[config.mk]
export PLATFORM = sky130hd
export DESIGN_NAME = memory_access_stage_flat
export DESIGN_NICKNAME = d
export VERILOG_FILES = /design/src/rtl/memory_access_stage_pkg.sv /design/src/rtl/memory_access_stage_if.sv /design/src/rtl/memory_access_stage_lane_align.sv /design/src/rtl/memory_access_stage.sv /design/src/flat_wrapper.sv
export SDC_FILE = /design/constraint.sdc
export NUM_CORES = 1
export LEC_CHECK = 0
export BUFFER_PORTS_ARGS = -buffer_cell sky130_fd_sc_hd__buf_2
export CAP_MARGIN = 20
export CORE_UTILIZATION = 50
export DETAILED_ROUTE_END_ITERATION = 8
export PLACE_DENSITY = 0.88
export SLEW_MARGIN = 20
export SYNTH_ARGS = -nofsm -noshare
export SYNTH_HDL_FRONTEND = slang
export SYNTH_SLANG_ARGS = --single-unit
[constraint.sdc]
create_clock -name clk -period 3.35 [get_ports clk]
set_clock_uncertainty 0.2 [all_clocks]
set_input_delay 0.5025 -clock clk [delete_from_list [all_inputs] [get_ports clk]]
set_output_delay 0.5025 -clock clk [all_outputs]
set_load 0.1 [all_outputs]
[src/rtl/memory_access_stage_pkg.sv]
// Shared types for the memory access stage: access-size encoding,
// FSM states, timeout limit and the latched operation record.
package memory_access_stage_pkg;

  typedef enum logic [1:0] {
    SZ_BYTE = 2'b00,
    SZ_HALF = 2'b01,
    SZ_WORD = 2'b10,
    SZ_RSVD = 2'b11   // reserved, behaves as word
  } mem_size_e;

  typedef enum logic [1:0] {
    ST_IDLE   = 2'b00,
    ST_ACCESS = 2'b01,
    ST_DONE   = 2'b10
  } state_e;

  localparam int TIMEOUT_CYCLES = 255;
  localparam int CNT_W          = 8;

  // Operation fields latched on acceptance so the stage does not rely on
  // upstream holding its inputs for the whole bus transaction.
  typedef struct packed {
    logic [1:0]  lane;
    mem_size_e   size;
    logic        sgn;
    logic        wr;
    logic        rw;
    logic [4:0]  dest;
    logic [31:0] alu;
  } mem_op_t;

endpackage

[src/rtl/memory_access_stage_if.sv]
// Memory-side bus of the stage: request/address/data out, ack/read data in.
interface memory_access_stage_if;
  logic        memReq;
  logic        memWriteEn;
  logic [31:0] memAddr;
  logic [31:0] memWData;
  logic [3:0]  memByteEn;
  logic        memAck;
  logic [31:0] memRData;

  modport master (
    output memReq, memWriteEn, memAddr, memWData, memByteEn,
    input  memAck, memRData
  );

  modport slave (
    input  memReq, memWriteEn, memAddr, memWData, memByteEn,
    output memAck, memRData
  );
endinterface

[src/rtl/memory_access_stage_lane_align.sv]
// Combinational lane logic: store byte-enables and data replication,
// load lane extraction with zero/sign extension, and alignment check.
module mem_lane_align
  import memory_access_stage_pkg::*;
(
  input  mem_size_e   size_i,
  input  logic        sgn_i,
  input  logic [1:0]  lane_i,
  input  logic [31:0] st_data_i,
  input  logic [31:0] ld_raw_i,
  output logic [3:0]  byte_en_o,
  output logic [31:0] st_data_o,
  output logic [31:0] ld_data_o,
  output logic        misalign_o
);

  logic [7:0]  ld_byte;
  logic [15:0] ld_half;

  // Select the addressed lane and build enables/data for the access size
  always_comb begin
    ld_byte    = 8'(ld_raw_i >> {lane_i, 3'b000});
    ld_half    = lane_i[1] ? ld_raw_i[31:16] : ld_raw_i[15:0];
    byte_en_o  = 4'b1111;
    st_data_o  = st_data_i;
    ld_data_o  = ld_raw_i;
    misalign_o = 1'b0;
    case (size_i)
      SZ_BYTE: begin
        byte_en_o = 4'b0001 << lane_i;
        st_data_o = {4{st_data_i[7:0]}};
        ld_data_o = {{24{sgn_i & ld_byte[7]}}, ld_byte};
      end
      SZ_HALF: begin
        byte_en_o  = 4'b0011 << {lane_i[1], 1'b0};
        st_data_o  = {2{st_data_i[15:0]}};
        ld_data_o  = {{16{sgn_i & ld_half[15]}}, ld_half};
        misalign_o = lane_i[0];
      end
      default: misalign_o = |lane_i;   // word and reserved
    endcase
  end

endmodule

[src/rtl/memory_access_stage.sv]
// Memory access pipeline stage: passes ALU results through with one cycle
// latency, or runs a single-outstanding load/store on the memory bus with
// misalignment and timeout detection.
module memory_access_stage
  import memory_access_stage_pkg::*;
(
  input  logic        clk,
  input  logic        reset,
  input  logic        validIn,
  input  logic [31:0] ALU_Result,
  input  logic [31:0] dataInMemory,
  input  logic        SIG_MemRead,
  input  logic        SIG_MemWrite,
  input  logic [1:0]  SIG_MemSize,
  input  logic        SIG_MemSigned,
  input  logic        SIG_RegWrite,
  input  logic [4:0]  destReg,
  memory_access_stage_if.master mem,
  output logic        memStall,
  output logic        validOut,
  output logic [31:0] writeBackData,
  output logic [4:0]  destRegOut,
  output logic        regWriteOut,
  output logic        misalignFault,
  output logic        timeoutFault
);

  state_e           state_q, state_d;
  mem_op_t          op_q;
  logic [CNT_W-1:0] cnt_q;

  logic        is_mem, accept, go_access, timeout_hit, in_idle;
  logic        memReq_o, memStall_o;

  logic [31:0] memAddr_q, memWData_q;
  logic [3:0]  memByteEn_q;
  logic        memWriteEn_q;

  logic        vld_q, vld_d, rw_q, rw_d, mis_q, mis_d, to_q, to_d;
  logic [31:0] wb_q, wb_d;
  logic [4:0]  dest_q, dest_d;

  mem_size_e   al_size;
  logic        al_sgn, al_mis;
  logic [1:0]  al_lane;
  logic [3:0]  al_be;
  logic [31:0] al_wdata, al_ldata;

  assign in_idle     = (state_q == ST_IDLE);
  assign is_mem      = SIG_MemRead | SIG_MemWrite;
  assign accept      = validIn & in_idle;
  assign go_access   = accept & is_mem & ~al_mis;
  assign timeout_hit = (state_q == ST_ACCESS) & ~mem.memAck
                     & (cnt_q == CNT_W'(TIMEOUT_CYCLES - 1));

  // The aligner sees live inputs while idle (store alignment, misalign
  // check) and the latched op while accessing (load extraction).
  assign al_size = in_idle ? mem_size_e'(SIG_MemSize) : op_q.size;
  assign al_sgn  = in_idle ? SIG_MemSigned : op_q.sgn;
  assign al_lane = in_idle ? ALU_Result[1:0] : op_q.lane;

  mem_lane_align u_align (
    .size_i     (al_size),
    .sgn_i      (al_sgn),
    .lane_i     (al_lane),
    .st_data_i  (dataInMemory),
    .ld_raw_i   (mem.memRData),
    .byte_en_o  (al_be),
    .st_data_o  (al_wdata),
    .ld_data_o  (al_ldata),
    .misalign_o (al_mis)
  );

  // FSM state register
  always_ff @(posedge clk) begin
    if (reset) state_q <= ST_IDLE;
    else       state_q <= state_d;
  end

  // FSM next state
  always_comb begin
    state_d = state_q;
    case (state_q)
      ST_IDLE:   if (go_access) state_d = ST_ACCESS;
      ST_ACCESS: if (mem.memAck) state_d = ST_DONE;
                 else if (timeout_hit) state_d = ST_IDLE;
      ST_DONE:   state_d = ST_IDLE;
      default:   state_d = ST_IDLE;
    endcase
  end

  // FSM outputs: bus request while accessing, upstream hold
  always_comb begin
    memReq_o   = (state_q == ST_ACCESS);
    memStall_o = ((state_q == ST_ACCESS) & ~mem.memAck) | go_access;
  end

  // Latch the op and drive the bus registers; cleared when the access ends
  always_ff @(posedge clk) begin
    if (reset) begin
      op_q         <= '0;
      cnt_q        <= '0;
      memAddr_q    <= '0;
      memWData_q   <= '0;
      memByteEn_q  <= '0;
      memWriteEn_q <= 1'b0;
    end else if (go_access) begin
      op_q         <= '{lane: ALU_Result[1:0], size: mem_size_e'(SIG_MemSize),
                        sgn: SIG_MemSigned, wr: SIG_MemWrite, rw: SIG_RegWrite,
                        dest: destReg, alu: ALU_Result};
      cnt_q        <= '0;
      memAddr_q    <= {ALU_Result[31:2], 2'b00};
      memWData_q   <= al_wdata;
      memByteEn_q  <= al_be;
      memWriteEn_q <= SIG_MemWrite;
    end else if (state_q == ST_ACCESS) begin
      if (mem.memAck || timeout_hit) begin
        memAddr_q    <= '0;
        memWData_q   <= '0;
        memByteEn_q  <= '0;
        memWriteEn_q <= 1'b0;
      end else begin
        cnt_q <= cnt_q + 1'b1;
      end
    end
  end

  // Writeback result for next cycle: pass-through, misalign, completion, timeout
  always_comb begin
    vld_d  = 1'b0;
    rw_d   = 1'b0;
    mis_d  = 1'b0;
    to_d   = 1'b0;
    wb_d   = wb_q;
    dest_d = dest_q;
    if (accept && !go_access) begin
      vld_d  = 1'b1;
      wb_d   = ALU_Result;
      dest_d = destReg;
      rw_d   = SIG_RegWrite & ~is_mem;
      mis_d  = is_mem;
    end else if ((state_q == ST_ACCESS) && mem.memAck) begin
      vld_d  = 1'b1;
      dest_d = op_q.dest;
      wb_d   = op_q.wr ? op_q.alu : al_ldata;
      rw_d   = op_q.rw & ~op_q.wr;
    end else if (timeout_hit) begin
      vld_d  = 1'b1;
      to_d   = 1'b1;
      dest_d = op_q.dest;
    end
  end

  // Writeback output registers
  always_ff @(posedge clk) begin
    if (reset) begin
      vld_q  <= 1'b0;
      rw_q   <= 1'b0;
      mis_q  <= 1'b0;
      to_q   <= 1'b0;
      wb_q   <= '0;
      dest_q <= '0;
    end else begin
      vld_q  <= vld_d;
      rw_q   <= rw_d;
      mis_q  <= mis_d;
      to_q   <= to_d;
      wb_q   <= wb_d;
      dest_q <= dest_d;
    end
  end

  assign mem.memReq     = memReq_o;
  assign mem.memWriteEn = memWriteEn_q;
  assign mem.memAddr    = memAddr_q;
  assign mem.memWData   = memWData_q;
  assign mem.memByteEn  = memByteEn_q;
  assign memStall       = memStall_o;
  assign validOut       = vld_q;
  assign writeBackData  = wb_q;
  assign destRegOut     = dest_q;
  assign regWriteOut    = rw_q;
  assign misalignFault  = mis_q;
  assign timeoutFault   = to_q;

endmodule

[src/flat_wrapper.sv]
// flat-port wrapper written by rule: the top's interface ports become plain ports
module memory_access_stage_flat import memory_access_stage_pkg::*;
  (clk, reset, validIn, ALU_Result, dataInMemory, SIG_MemRead, SIG_MemWrite, SIG_MemSize, SIG_MemSigned, SIG_RegWrite, destReg, memStall, validOut, writeBackData, destRegOut, regWriteOut, misalignFault, timeoutFault, mem_memReq, mem_memWriteEn, mem_memAddr, mem_memWData, mem_memByteEn, mem_memAck, mem_memRData);
  memory_access_stage_if mem_i ();
  input  logic clk;
  input  logic reset;
  input  logic validIn;
  input  logic [31:0] ALU_Result;
  input  logic [31:0] dataInMemory;
  input  logic SIG_MemRead;
  input  logic SIG_MemWrite;
  input  logic [1:0] SIG_MemSize;
  input  logic SIG_MemSigned;
  input  logic SIG_RegWrite;
  input  logic [4:0] destReg;
  output logic memStall;
  output logic validOut;
  output logic [31:0] writeBackData;
  output logic [4:0] destRegOut;
  output logic regWriteOut;
  output logic misalignFault;
  output logic timeoutFault;
  output wire logic [$bits(mem_i.memReq)-1:0] mem_memReq;
  output wire logic [$bits(mem_i.memWriteEn)-1:0] mem_memWriteEn;
  output wire logic [$bits(mem_i.memAddr)-1:0] mem_memAddr;
  output wire logic [$bits(mem_i.memWData)-1:0] mem_memWData;
  output wire logic [$bits(mem_i.memByteEn)-1:0] mem_memByteEn;
  input wire logic [$bits(mem_i.memAck)-1:0] mem_memAck;
  input wire logic [$bits(mem_i.memRData)-1:0] mem_memRData;
  assign mem_memReq = mem_i.memReq;
  assign mem_memWriteEn = mem_i.memWriteEn;
  assign mem_memAddr = mem_i.memAddr;
  assign mem_memWData = mem_i.memWData;
  assign mem_memByteEn = mem_i.memByteEn;
  assign mem_i.memAck = mem_memAck;
  assign mem_i.memRData = mem_memRData;
  memory_access_stage u_core (.clk(clk), .reset(reset), .validIn(validIn), .ALU_Result(ALU_Result), .dataInMemory(dataInMemory), .SIG_MemRead(SIG_MemRead), .SIG_MemWrite(SIG_MemWrite), .SIG_MemSize(SIG_MemSize), .SIG_MemSigned(SIG_MemSigned), .SIG_RegWrite(SIG_RegWrite), .destReg(destReg), .mem(mem_i), .memStall(memStall), .validOut(validOut), .writeBackData(writeBackData), .destRegOut(destRegOut), .regWriteOut(regWriteOut), .misalignFault(misalignFault), .timeoutFault(timeoutFault));
endmodule
* Word level (Yosys, flattened, before mapping)
Cells that the tools add are included.
** Cells by class
- Add/subtract/negate cells :: 1
- Equality and inequality tests :: 5
- Shifts and indexed selects :: 3
- Multiplexer cells :: 35
- Bitwise operators :: 17
- Reduce and logical (&&, ||, !) cells :: 17
** Operator list (number)
- 32-bit two-way mux :: 9
- 32-bit one-hot mux with 2 select lines :: 2
- 32-bit by 5-bit >> shifter with 8-bit output :: 1
- 16-bit two-way mux :: 1
- 5-bit two-way mux :: 3
- 4-bit two-way mux :: 3
- 2-bit two-way mux :: 5
- 1-bit AND :: 9
- 1-bit two-way mux :: 9
- 8-bit by 1-bit adder with 8-bit output (second input constant) :: 1
- 8-bit equality test (second input constant) :: 1
- 4-bit one-hot mux with 2 select lines :: 1
- 1-bit inverter :: 6
- 2-bit AND reduction :: 3
- 2-bit nonzero test :: 3
- 2-bit OR reduction :: 3
- 2-bit by 1-bit equality test with 1-bit output (second input constant) :: 2
- 2-bit zero test :: 2
- 2-bit one-hot mux with 2 select lines :: 1
- 1-bit by 2-bit << shifter with 4-bit output (first input constant) :: 1
- 2-bit by 2-bit << shifter with 4-bit output (first input constant) :: 1
- 3-bit by 1-bit != test with 1-bit output (second input constant) :: 1
- 3-bit nonzero test :: 1
- 3-bit OR reduction :: 1
- 6 further kinds :: 8
** Storage, ports and cells
- Register bits after elaboration :: 162
- Input bits :: 111
- Word-level logic and storage cells :: 97

* Depth between registers and ports, before layout
Gate-level depths: netlist (run 1).
- Depth in word-level cells :: 10
- Mapped depth :: 10
- Depth with buffers taken out :: 7

* Modules after synthesis
A second synthesis (run 1) with hierarchy kept.
** Second synthesis, totals
- Cell total of the unflattened synthesis :: 832
- Area total of the unflattened synthesis :: 7437.1 um2
** Modules (own cells, without submodules)
- memory_access_stage :: times used 1, cells an instance 658, area an instance 6142.1 um2
- mem_lane_align :: times used 1, cells an instance 174, area an instance 1295.0 um2

* Least setup slack after synthesis (run 1)
Ideal clock, no wire load.
- Path kind :: input-to-output
- Start :: input port SIG_MemSize[1]
- End :: output port memStall
- Arrival :: 2885 ps
- Data required time :: 2647 ps
- Slack :: -238 ps
- Stages on the path :: 7
- Path buffers :: 3
- Cells stage by stage :: or4_4 o31a_1 a21o_1 buf_2 buf_2 buf_2 o21ai_0
** Between the ends
- Word-level cells in the longest chain between the ends :: 6
** Ends and longest elaborated chain
- start: declaration :: RTL line flat_wrapper.sv:12 : input logic [1:0] SIG_MemSize;
- 2-bit two-way mux (*) :: RTL line memory_access_stage.sv:58 : assign al_size = in_idle ? mem_size_e'(SIG_MemSize) : op_q.size;
- 2-bit by 1-bit equality test with 1-bit output or 2-bit zero test (tied branches) :: RTL line memory_access_stage_lane_align.sv:28 : case (size_i)
- 1-bit one-hot mux with 2 select lines (*) :: RTL line memory_access_stage_lane_align.sv:28
- 1-bit inverter (*) :: RTL line memory_access_stage.sv:52 : assign go_access = accept & is_mem & ~al_mis;
- 1-bit AND (*) :: RTL line memory_access_stage.sv:52
- 1-bit bitwise OR (*) :: RTL line memory_access_stage.sv:95 : memStall_o = ((state_q == ST_ACCESS) & ~mem.memAck) | go_access;
- end: declaration :: RTL line flat_wrapper.sv:16 : output logic memStall;
Every way passes the cells marked *; elsewhere a longest branch is shown, timed or not.

* Final worst setup path (run 1)
- Start :: register u_core.state_q[1]
- End :: output port memStall
** Between the ends
- Word-level cells in the longest chain between the ends :: 7
** Ends and longest elaborated chain
- start: declaration :: RTL line memory_access_stage.sv:28 : state_e state_q, state_d;
- start signal: assignment :: RTL line memory_access_stage.sv:77 : else state_q <= state_d;
- 2-bit zero test :: RTL line memory_access_stage.sv:49 : assign in_idle = (state_q == ST_IDLE);
- 2-bit two-way mux (on tied branches) :: RTL line memory_access_stage.sv:58, memory_access_stage.sv:60
- 2-bit by 1-bit equality test with 1-bit output (tied with other cells) :: RTL line memory_access_stage_lane_align.sv:28
- 1-bit one-hot mux with 2 select lines :: RTL line memory_access_stage_lane_align.sv:28
- 1-bit inverter :: RTL line memory_access_stage.sv:52
- 1-bit AND :: RTL line memory_access_stage.sv:52
- 1-bit bitwise OR (*) :: RTL line memory_access_stage.sv:95
Marked as above.

==> metrics.txt, run 1 <==
Comb power frac=0.301; layout cell share with drive strength beyond 1=0.2822; largest net degree at the start of global routing=72; number of global-route vias before repair=6842; Seq pwr share=0.366; Routed wire per std cell=18.14 um; crit path kind=flop to output pin; die area=0.01472 mm^2; first-pass GRT wire length=34.62 mm; post-route antenna net violation count=0; Mapped Area=0.007118 mm^2; max-slew violations=0; H-tree depth=4; Die Y=121.3 um; CTS tree=built; Worst EP required=2.65 ns; Sw Share=0.3849; Max Buffers Root-to-Sink=2; row count=43; hpwl dp=15.19 mm; WP buf/inv=1; Post-CTS Setup Bufs=0; worst slew pin tran=1.091 ns; Clk Latency, worst-skew pair=0.43 ns; post-synthesis sequential area ratio=0.4500; YS warnings=0; Startpoint Class=flop; Placer Congestion=0.9204; Residual DRC=0; TritonCTS Buffers=17; design area=0.008947 mm^2; Post-synth top flop=dfxtp_1; Largest delay share family, worst path=compound AO/OA/AOI/OAI gates; Post-CTS Hold Buffers=0; Via-to-Cell Ratio=5.964; dpl cell area=0.008351 mm^2; CP peak stage delay=0.44 ns; cells after synthesis=855; Worst Path Arrival=2.40 ns; CP Cell Sequence=or2_2, o2111ai_1, a21o_2, o21ai_2, buf_12; Power Dens Cells=652.1 mW/mm^2; RSZ-0062 raised after global routing=no; Total Neg Setup Slack=0 ns; fmax=0.3228 GHz; aggregate global routing overflow=0; post_cts resized=0; Hold Fails Final Rpt=0; count of cell types in the netlist=59; Worst-path clk slew=0.06 ns; PortBufs=220; worst vdd ir=473.7 uV; CTS sink cnt=160; Max-slew headroom=0.2697; Tmin final=3.098 ns; nets@finish=1156; final WL=22.43 mm; initial antenna violation count=1; worst-path fanout max=14; CP Capture Type=output pin; core box area=0.01388 mm^2; fin worst setup slack=0.2525 ns; root buffer cell=clkbuf_16; maxcap violations=0; DR iter-0 viols=828; cell-internal power=0.003589 W; synthesis-to-layout area growth=25.70%; worst hold path class=primary input to flop; Net Sw Power=0.002246 W; number of synthesized flops with an enable pin=0; I/O pin total=223; final setup fails=0; Starting Density=0.5128; DIE WIDTH=121.3 um; Mapped Avg Cell Area=8.325 um^2; flops & latches, synth=160; First-pass DRT Iterations=5; Leakage=3.919 nW; Post-synth ARST share=0; Tcrit/Tclk final=0.9246; clock power share=0.333; top cells by area, synth=dfxtp_1, a21oi_1, nand2_1; post-synth top area cell=dfxtp_1; Worst path slowest cell=dfxtp_1; Place WS=0.4398 ns; DR vias=7377; top cell type's share of synthesized area=0.4500; status=completed; gr usage total=0.3031
==> power by group through the flow <==
stage          clock network, W  registers [W]  logic [W]
3_5_place_dp                  0        0.00217    0.00174
4_1_cts                 0.00196        0.00213    0.00175
2_1_floorplan                 0        0.00291   0.000605
6_report                0.00194        0.00213    0.00176
3_3_place_gp                  0        0.00216    0.00172
5_1_grt                 0.00204        0.00215    0.00184
==> layout by cell type (no fill, tap or decap), types with 14 or more instances in the layout <==
master and instances:
mux2i_1 22, dfxtp_1 160, buf_2 218, a21oi_1 96, o22ai_1 23, nor2b_1 17
a31oi_1 34, clkbuf_16 17, a22o_1 29, o21ai_0 27, buf_4 17, and3_1 17
nand2_1 110, nor2_1 84, o21ai_1 14, inv_1 21, nand3_1 19
==> cell type report <==
| cell class | count | area [um^2] |
|---|---|---|
| inverters | 21 | 78.83 |
| repair buffers | 239 | 1299 |
| well taps | 180 | 225.2 |
| multi-input cells | 604 | 3551 |
| fillers | 1158 | 4933 |
| diodes | 1 | 2.502 |
| clock inverters | 12 | 131.4 |
| flip-flops and latches | 160 | 3203 |
| clock buffers | 20 | 456.7 |
==> cells in the mapped netlist (3+ instances only) <==
cell type / count
nor2_1: 85
a221o_1: 8
and3_1: 17
xnor2_1: 3
nor4b_1: 3
mux2_2: 8
a21oi_1: 97
o21ai_1: 14
nand3_1: 19
a31oi_1: 34
dfxtp_1: 160
buf_4: 3
and2_1: 3
buf_6: 4
nor3b_1: 4
xor2_1: 5
nor2b_1: 18
buf_2: 21
a221oi_1: 8
o22ai_1: 23
nor3_1: 8
inv_1: 21
a211oi_1: 6
clkbuf_1: 43
o21ai_0: 28
nand2_1: 110
a22oi_1: 10
a22o_1: 29
mux2i_1: 23
o2111ai_1: 3
==> through the flow <==
step           power [W]  hold WS (ns)    util  std cells
6_report        0.005835        0.1205  0.6446       1237
5_1_grt         0.006033        0.1237  0.6446       1237
4_1_cts         0.005841        0.1135  0.6440       1236
3_5_place_dp    0.003911        0.2434  0.6016       1204
3_3_place_gp    0.003888        0.2376  0.6016       1204
2_1_floorplan   0.003518        0.2315       -        856
==> routing by layer <==
| layer | vias to the layer above | track usage | routed length (um) |
|---|---|---|---|
| li1 | 3434 | - | - |
| met2 | 424 | 0.4833 | 10540 |
| met3 | 67 | 0.08929 | 2233 |
| met5 | - | 0 | 0 |
| met1 | 3452 | 0.3743 | 8838 |
| met4 | 0 | 0.1397 | 820 |
==> sequential cells by signal, summed over array words and instances, names as in the netlist <==
| signal | count |
|---|---|
| u_core.validOut | 1 |
| u_core.mem.memAddr | 30 |
| u_core.mem.memByteEn | 4 |
| u_core.state_q | 2 |
| u_core.writeBackData | 32 |
| u_core.destRegOut | 5 |
| u_core.cnt_q | 8 |
| u_core.regWriteOut | 1 |
| u_core.mem.memWriteEn | 1 |
| u_core.mem.memWData | 32 |
| u_core.misalignFault | 1 |
| u_core.timeoutFault | 1 |
| u_core.op_q | 42 |
==> worst min-delay path: stages <==
cell     delay (ns)
buf_2          0.11
nand2_1        0.05
a21oi_1        0.05
==> worst paths after layout <==
| check | start | end | slack (ns) | cells after the start |
|---|---|---|---|---|
| worst min register to register | u_core.op_q[4] | u_core.op_q[4] | 0.25 | 2 |
| worst max register to register | u_core.state_q[1] | u_core.writeBackData[7] | 0.50 | 6 |
| worst max-delay path | u_core.state_q[1] | memStall | 0.25 | 5 |
| worst min-delay path | destReg[2] | u_core.op_q[34] | 0.12 | 3 |
==> logic make-up (layout without fill, tap and decap cells) <==
group,Yosys count,in the layout,synth area share
AO/OA/AOI/OAI,278,278,0.2528
multiplexers,31,31,0.04500
buffers and inverters,92,292,0.05801
AND/OR/NAND/NOR,283,283,0.1804
other,1,3,0.0005268
flip-flops,160,160,0.4500
XOR/XNOR,8,8,0.009844
adder cells (fa/ha/maj),2,2,0.003515
Note: power is estimated with default switching activity, not from simulation.
==> run 2, diff against run 1 <==
==> constraint.sdc (replaced) <==
create_clock -name clk -period 3.35 [get_ports clk]
set_clock_uncertainty 0.2 [all_clocks]
set_input_delay 0.1675 -clock clk [delete_from_list [all_inputs] [get_ports clk]]
set_output_delay 0.1675 -clock clk [all_outputs]
set_load 0.1 [all_outputs]
==> metrics.txt, run 2 (same netlist as run 1, synthesis figures left out) <==
DR iter-0 viols=1198 (was 828); hpwl dp=15.42 mm (was 15.19 mm); row count=43 (unchanged); Residual DRC=0 (unchanged); Starting Density=0.5128 (unchanged); Max Buffers Root-to-Sink=2 (unchanged); Worst Path Arrival=3.32 ns (was 2.40 ns); PortBufs=220 (unchanged); reg2reg start=u_core.state_q[0] (was u_core.state_q[1]); max FFs per register=42 (unchanged); Hold EP=u_core.writeBackData[22] (was u_core.op_q[34]); aggregate global routing overflow=0 (unchanged); CP Cell Sequence=o21ai_0, o2111ai_1, a21o_2, nand2_1, buf_4, nand3_1, a31oi_1 (was or2_2, o2111ai_1, a21o_2, o21ai_2, buf_12); Seq pwr share=0.355 (was 0.366); Net Sw Power=0.002373 W (was 0.002246 W); maxcap violations=0 (unchanged); initial antenna violation count=0 (was 1); Worst EP required=3.43 ns (was 2.65 ns); CP peak stage delay=0.51 ns (was 0.44 ns); nets@finish=1263 (was 1156); number of global-route vias before repair=7828 (was 6842); Worst-path clk slew=0.07 ns (was 0.06 ns); Worst path slowest cell=a31oi_1 (was dfxtp_1); worst hold path class=primary input to flop (unchanged); global routing usage on met3=0.09962 (was 0.08929); largest net degree at the start of global routing=75 (was 72); worst hold path startpoint=mem_memRData[22] (was destReg[2]); Power Dens Cells=603.7 mW/mm^2 (was 652.1 mW/mm^2); Die Y=121.3 um (unchanged); Via-to-Cell Ratio=6.165 (was 5.964); cell-internal power=0.003656 W (was 0.003589 W); DIE WIDTH=121.3 um (unchanged); Tmin final=3.242 ns (was 3.098 ns); Hold Fails Final Rpt=0 (unchanged); CP Capture Type=flop (was output pin); H-tree depth=4 (unchanged); dpl cells=1204 (unchanged); worst vdd ir=484.2 uV (was 473.7 uV); Tcrit/Tclk final=0.9676 (was 0.9246); root buffer cell=clkbuf_16 (unchanged); core box area=0.01388 mm^2 (unchanged); die area=0.01472 mm^2 (unchanged); Placer Congestion=0.8904 (was 0.9204); Startpoint Class=flop (unchanged); final setup fails=0 (unchanged); Worst R2R End=u_core.writeBackData[28] (was u_core.writeBackData[7]); status=completed (unchanged); met2 Use GR=0.5891 (was 0.4833); Max-slew headroom=0.4149 (was 0.2697); WP buf/inv=1 (unchanged); most frequent cells in the layout=buf_2, dfxtp_1, nand2_1 (unchanged); Total Neg Setup Slack=0 ns (unchanged); met1 GRT Util=0.4461 (was 0.3743); DR vias=8280 (was 7377); Clk Latency, worst-skew pair=0.43 ns (about the same); worst slew pin tran=0.8718 ns (was 1.091 ns); Comb power frac=0.316 (was 0.301); TritonCTS Buffers=17 (unchanged); layout cell share with drive strength beyond 1=0.2588 (was 0.2822); final core occ=0.7195 (was 0.6446); Reg2Reg Depth=7 (was 6); worst hold margin=0.02648 ns (was 0.1205 ns); I/O pin total=223 (unchanged); gr usage total=0.3675 (was 0.3031); fmax=0.3085 GHz (was 0.3228 GHz); slack of the worst reg-to-reg path=0.11 ns (was 0.50 ns); CTS sink cnt=160 (unchanged); most used routing layer=met2 (unchanged); register with the most flip-flops=u_core.op_q (unchanged); first-pass GRT wire length=41.34 mm (was 34.62 mm); Leakage=4.351 nW (was 3.919 nW); max-slew violations=0 (unchanged); Routed wire per std cell=20.24 um (was 18.14 um); final WL=27.19 mm (was 22.43 mm); CTS tree=built (unchanged); Hold Path Depth=4 (was 3); post-route antenna net violation count=0 (unchanged); Largest delay share family, worst path=compound AO/OA/AOI/OAI gates (unchanged); Sw Share=0.3935 (was 0.3849); commonest non-fill, non-tap cell in the layout=buf_2 (unchanged); filler cell count in the final layout=953 (was 1158); non-filler instance count after layout=1343 (was 1237); # diodes=0 (was 1); First-pass DRT Iterations=6 (was 5); clock power share=0.329 (was 0.333); synthesis-to-layout area growth=40.31% (was 25.70%); worst-path fanout max=43 (was 14); crit path kind=flop to flop (was flop to output pin); RSZ-0062 raised after global routing=no (unchanged)
run 2: cell count changes in the layout (fill, tap and decap cells not counted), sizes merged:
cell / before / now
clkinv: 6 / 5
buf: 239 / 242
clkinvlp: 1 / 4
dlygate4sd3: 0 / 104
clkbuf: 20 / 18
diode: 1 / 0
run 2: metal layers:
metal / share of wire / routed length, um
met4: 0.056 / 1518
met3: 0.11 / 3007
met5: 0 / 0
met1: 0.37 / 10120
met2: 0.46 / 12540
run 2: per-stage QoR:
| step | area [um^2] | worst slack [ns] | power (W) |
|---|---|---|---|
| floorplan | 7122 | 0.1349 | 0.003517 |
| global placement | 8307 | 0.4799 | 0.003874 |
| detailed placement | 8307 | 0.4143 | 0.003895 |
| CTS | 9946 | 0.08815 | 0.005932 |
| global route | 9987 | 0.004259 | 0.006204 |
| finish | 9987 | 0.1084 | 0.006029 |
run 2: final cells by class:
| cell class | instances | area, um^2 | share of cell area |
|---|---|---|---|
| timing repair buffer | 346 | 2338 | 0.2342 |
| clock buffer | 18 | 439.2 | 0.04397 |
| inverter | 21 | 78.83 | 0.007893 |
| multi-input combinational | 604 | 3543 | 0.3548 |
| sequential | 160 | 3203 | 0.3207 |
| tap | 180 | 225.2 | 0.02255 |
| clock inverter | 14 | 158.9 | 0.01591 |
run 2: power groups by stage:
| stage | clock network [W] | logic, W | registers [W] |
|---|---|---|---|
| finish | 0.00198 | 0.00191 | 0.00214 |
| global route | 0.00207 | 0.00198 | 0.00215 |
| CTS | 0.00197 | 0.00183 | 0.00213 |
| detailed placement | 0 | 0.00173 | 0.00217 |
| global placement | 0 | 0.00171 | 0.00217 |
| floorplan | 0 | 0.000604 | 0.00291 |
run 2: worst max-delay path by stage:
| stage | startpoint | endpoint | slack (ns) | depth (start not counted) |
|---|---|---|---|---|
| after floorplan | u_core.state_q[1] | memStall | 0.13 | 8 |
| after global routing | u_core.state_q[0] | u_core.writeBackData[28] | 0.004 | 7 |
| after CTS | u_core.state_q[1] | u_core.mem.memWData[26] | 0.09 | 8 |
| after detailed placement | u_core.state_q[1] | u_core.writeBackData[17] | 0.41 | 6 |
| final | u_core.state_q[0] | u_core.writeBackData[28] | 0.11 | 7 |
| after global placement | u_core.state_q[0] | u_core.writeBackData[17] | 0.48 | 6 |
run 2: worst register-to-register path, cell delays in order (launching register included):
cell,delay (ns)
dfxtp_1,0.45
o21ai_0,0.48
o2111ai_1,0.32
a21o_2,0.39
nand2_1,0.10
buf_4,0.43
nand3_1,0.22
a31oi_1,0.51
run 2: what timing repair did:
item,4_1_cts,5_1_grt
endpoints found under the setup margin,0,3
endpoints found under the hold margin,147,0
gates resized for setup,0,1
hold buffers,104,0
buffers inserted,0,3
